==> src/rtl/fetch_queue.sv <==
// Instruction prefetch queue between fetch and decode: a circular buffer of
// {PC, instruction} pairs with show-ahead head output and branch flush.
module fetch_queue #(
    parameter int DEPTH = 4,
    parameter int N     = 64,
    parameter int IW    = 32
) (
    input  logic                     clk,
    input  logic                     reset,
    input  logic                     enq_valid_F,
    input  logic [N-1:0]             enq_pc_F,
    input  logic [IW-1:0]            enq_instr_F,
    output logic                     enq_ready_F,
    input  logic                     flush_F,
    output logic                     deq_valid_D,
    output logic [N-1:0]             deq_pc_D,
    output logic [IW-1:0]            deq_instr_D,
    input  logic                     deq_ready_D,
    output logic [$clog2(DEPTH):0]   count
);

    localparam int AW = $clog2(DEPTH);
    localparam int CW = AW + 1;

    logic [N-1:0]  pc_mem    [DEPTH];
    logic [IW-1:0] instr_mem [DEPTH];
    logic [AW-1:0] wr_ptr;
    logic [AW-1:0] rd_ptr;
    logic          enq_fire;
    logic          deq_fire;

    // Handshake: a transfer happens on a rising edge where valid && ready are
    // both high; ready/valid here come only from registered count, so neither
    // side has a combinational path from the other side's inputs.
    assign enq_ready_F = (count < CW'(DEPTH));
    assign deq_valid_D = (count != '0);
    assign enq_fire    = enq_valid_F && enq_ready_F;
    assign deq_fire    = deq_valid_D && deq_ready_D;

    // Stale storage stays behind after a flush, so the head is masked when empty.
    assign deq_pc_D    = deq_valid_D ? pc_mem[rd_ptr]    : '0;
    assign deq_instr_D = deq_valid_D ? instr_mem[rd_ptr] : '0;

    always_ff @(posedge clk or negedge reset) begin
        if (!reset) begin
            wr_ptr <= '0;
            rd_ptr <= '0;
            count  <= '0;
        end else if (flush_F) begin
            wr_ptr <= '0;
            rd_ptr <= '0;
            count  <= '0;
        end else begin
            if (enq_fire) begin
                wr_ptr <= wr_ptr + AW'(1);
            end
            if (deq_fire) begin
                rd_ptr <= rd_ptr + AW'(1);
            end
            case ({enq_fire, deq_fire})
                2'b10:   count <= count + CW'(1);
                2'b01:   count <= count - CW'(1);
                default: count <= count;
            endcase
        end
    end

    always_ff @(posedge clk) begin
        if (enq_fire && !flush_F) begin
            pc_mem[wr_ptr]    <= enq_pc_F;
            instr_mem[wr_ptr] <= enq_instr_F;
        end
    end

endmodule
==> config.mk <==
export PLATFORM = sky130hd
export DESIGN_NAME = fetch_queue
export DESIGN_NICKNAME = d
export VERILOG_FILES = /design/src/rtl/fetch_queue.sv
export SDC_FILE = /design/constraint.sdc
export NUM_CORES = 1
export LEC_CHECK = 0
export ABC_AREA = 1
export BUFFER_PORTS_ARGS = -buffer_cell sky130_fd_sc_hd__buf_2
export CORE_MARGIN = 1
export CORE_UTILIZATION = 55
export CTS_CLUSTER_DIAMETER = 40
export CTS_CLUSTER_SIZE = 24
export DETAILED_ROUTE_END_ITERATION = 6
export HOLD_SLACK_MARGIN = 0.06
export PLACE_DENSITY = 0.75
export SETUP_SLACK_MARGIN = 0.3
export SLEW_MARGIN = 20
export SYNTH_ARGS = -nofsm -noshare
export SYNTH_HDL_FRONTEND = slang
export SYNTH_SLANG_ARGS = --single-unit
==> constraint.sdc <==
create_clock -name clk -period 16.4 [get_ports clk]
set_input_delay 3.28 -clock clk [delete_from_list [all_inputs] [get_ports clk]]
set_output_delay 3.28 -clock clk [all_outputs]
set_load 0.1 [all_outputs]
==> impl_metrics.py <==
metrics = {
    "yosys": {
        "synth_warnings": 0,
        "synth_top_area_cell": "edfxtp_1",
        "ys_ff_latch": 391,
        "yosysTopAreaCellShare_pct": 75.5,
        "synth-main-ff-cell": "edfxtp_1",
        "async_flop_share_pct": 1.79,
        "synth_seq_area_share_pct": 76.6,
        "synth_area_mm2": 0.0153,
        "synth_edf_count": 384,
        "syn_nets": 1301,
        "synth_area_leaders": "edfxtp_1 75%, nor2_1 9.7%, o21ai_0 6.1%, a21oi_1 3.2%, dfrtp_1 1.1%",
        "syn_area_per_cell_um2": 12.8,
        "synthCells": 1195,
        "yosys.cell_types.count": 25,
    },
    "critical_path": {
        "crit_arrival_ns": 4.10,
        "r2r-start": "count[2]",
        "reg2reg_slack_ns": 13.31,
        "end_kind": "output port",
        "r2r-end": "pc_mem[2][63]",
        "path_max_fanout": 111,
        "worst_ep_required_time_ns": 13.12,
        "worstRegToRegCells": 7,
        "start_kind": "register",
        "crit_type": "register to output port",
    },
    "timing": {
        "finalWorstSetupSlack_ns": 9.02,
        "setup-tns-final_ns": 0,
        "slew_headroom_pct": 32.1,
        "rsz0062_at_grt": "false",
        "worst_slew_pin_slew_ns": 1.02,
        "fmax_ghz": 0.135,
        "fin_crit_sh_pct": 45.0,
        "skew_ns": 0.0108,
        "drv_slew": 0,
        "setup_violations": 0,
        "hold_viol": 0,
        "fin_crit_ns": 7.38,
    },
    "clock_tree": {
        "clockRootBuffer": "clkbuf_16",
        "cts_setup_buffers": 0,
        "cts-resized-gates": 0,
        "h-tree-depth": 2,
        "postCtsHoldBufs": 0,
        "clock-sinks": 391,
        "clockBufferDepth": 3,
        "cts_made_buffers": 43,
        "insertion_delay_ns": 0.53,
        "clk_pin_slew_ns": 0.06,
        "cts_tree": "done",
    },
    "grt": {
        "grtUsageTotal_pct": 22.8,
        "grt_pass1_vias": 9544,
        "grt_max_degree": 112,
        "grt_overflow": 0,
        "grt_pass1_wl_um": 50200,
        "grt_antenna_before_repair": 6,
    },
    "route": {
        "ant_nets": 0,
        "wl_per_cell_um": 18.2,
        "vias_per_cell": 5.47,
        "drt_iter0_markers": 973,
        "drt_first_pass_iters": 5,
        "drc": 0,
        "drt-total-wl_um": 32700,
        "num_vias": 9797,
    },
    "cells_and_area": {
        "regArea_mm2": 0.0117,
        "nNetsFinal": 1487,
        "synthToLayoutAreaGrowth_pct": 18.3,
        "drive_gt1_share_pct": 21.1,
        "multi_input_area_mm2": 0.00316,
        "fill_cells": 1922,
        "fin_cells": 1790,
        "utilization_pct": 66.7,
    },
    "die": {
        "num_rows": 60,
        "core_area_mm2": 0.0271,
        "die_area_mm2": 0.0285,
        "pin_count": 202,
        "dieHeight_um": 169,
        "die_w_um": 169,
        "start_util_pct": 56.4,
    },
    "placed_design": {
        "place_congestion": 0.772,
        "dpl.hpwl_um": 17300,
        "detailedPlace.worstSlack_ns": 9.63,
        "numPortBuffers": 201,
        "dp.cells": 1708,
    },
    "min_path": {
        "whs_endpoint": "wr_ptr[1]",
        "hp-start": "wr_ptr[1]",
        "whs_path_depth": 2,
        "hold_path_class": "register to register",
    },
    "flow_run": {
        "max_cap_viol_count": 0,
    },
    "run_status": {
        "outcome": "finished clean",
    },
}
## registers in the layout, summed over array words and instances, names as in the netlist
signal / count
pc_mem: 256
instr_mem: 128
wr_ptr: 2
count: 3
rd_ptr: 2
## metrics by stage
stage,area (um^2),hold WS [ns]
6_report,18100,0.539
5_1_grt,18100,0.564
4_1_cts,18100,0.543
3_5_place_dp,16500,0.528
3_3_place_gp,16500,0.521
2_1_floorplan,15300,0.492
## logic make-up (layout without fill, tap and decap cells)
| group | count (synthesis) | count (layout) | synth area share [%] |
|---|---|---|---|
| adders and majority gates | 5 | 5 | 0.459 |
| AOI/OAI and AO/OA | 294 | 294 | 9.64 |
| DFF | 391 | 391 | 76.6 |
| other | 0 | 3 | 0 |
| and+or+nand+nor | 417 | 417 | 10.4 |
| buffers and inverters | 88 | 308 | 2.93 |
## cell type report
class / instances / area share (%)
repair buffers: 214 / 6.12
well taps: 372 / 2.57
diodes: 3 / 0.0415
flip-flops and latches: 391 / 64.8
clock inverters: 29 / 2.33
inverters: 15 / 0.346
clock buffers: 50 / 6.33
multi-input cells: 716 / 17.5
## synth_stat cells (all sizes together) (2+ instances only)
cell type	number
nand3	2
o21ai	196
dfrtp	7
inv	15
buf	44
ha	4
nor2	394
a21oi	97
nand2	17
clkbuf	29
edfxtp	384
## critical path: stages, from the launching register on
cell,delay (ns)
dfrtp_4,0.81
inv_4,0.87
buf_4,0.74
o21ai_0,0.27
a21oi_1,0.27
buf_2,0.48
## worst max path at each step
| stage | slack, ns | start | end | cells past startpoint |
|---|---|---|---|---|
| global route | 8.79 | rd_ptr[0] | deq_pc_D[55] | 5 |
| finish | 9.02 | rd_ptr[0] | deq_pc_D[55] | 5 |
| global placement | 9.74 | rd_ptr[0] | deq_instr_D[24] | 5 |
| floorplan | 8.26 | enq_valid_F | instr_mem[0][0] | 4 |
| CTS | 9.07 | rd_ptr[0] | deq_pc_D[55] | 5 |
| detailed placement | 9.63 | rd_ptr[0] | deq_pc_D[55] | 5 |
## cell usage in the layout (no fill, tap or decap), drive strengths merged
cell      count
a21oi        97
buf         214
bufinv        9
clkbuf       50
clkinv       11
clkinvlp      4
dfrtp         7
diode         3
edfxtp      384
fa            1
ha            4
inv          20
nand2        17
nand3         2
nand3b        1
nand4         1
nor2        394
nor3          1
nor3b         1
o21ai       196
o21bai        1
## metal layers
metal	track usage, %	share of wire [%]
met4	6.09	1.5
met3	5.28	8.6
met1	29.8	41
met2	38.6	49
met5	0	0.13
Power is left out: the tool's default activity adds up to more than one toggle a clock period on the data nets, which glitch-free logic cannot reach.
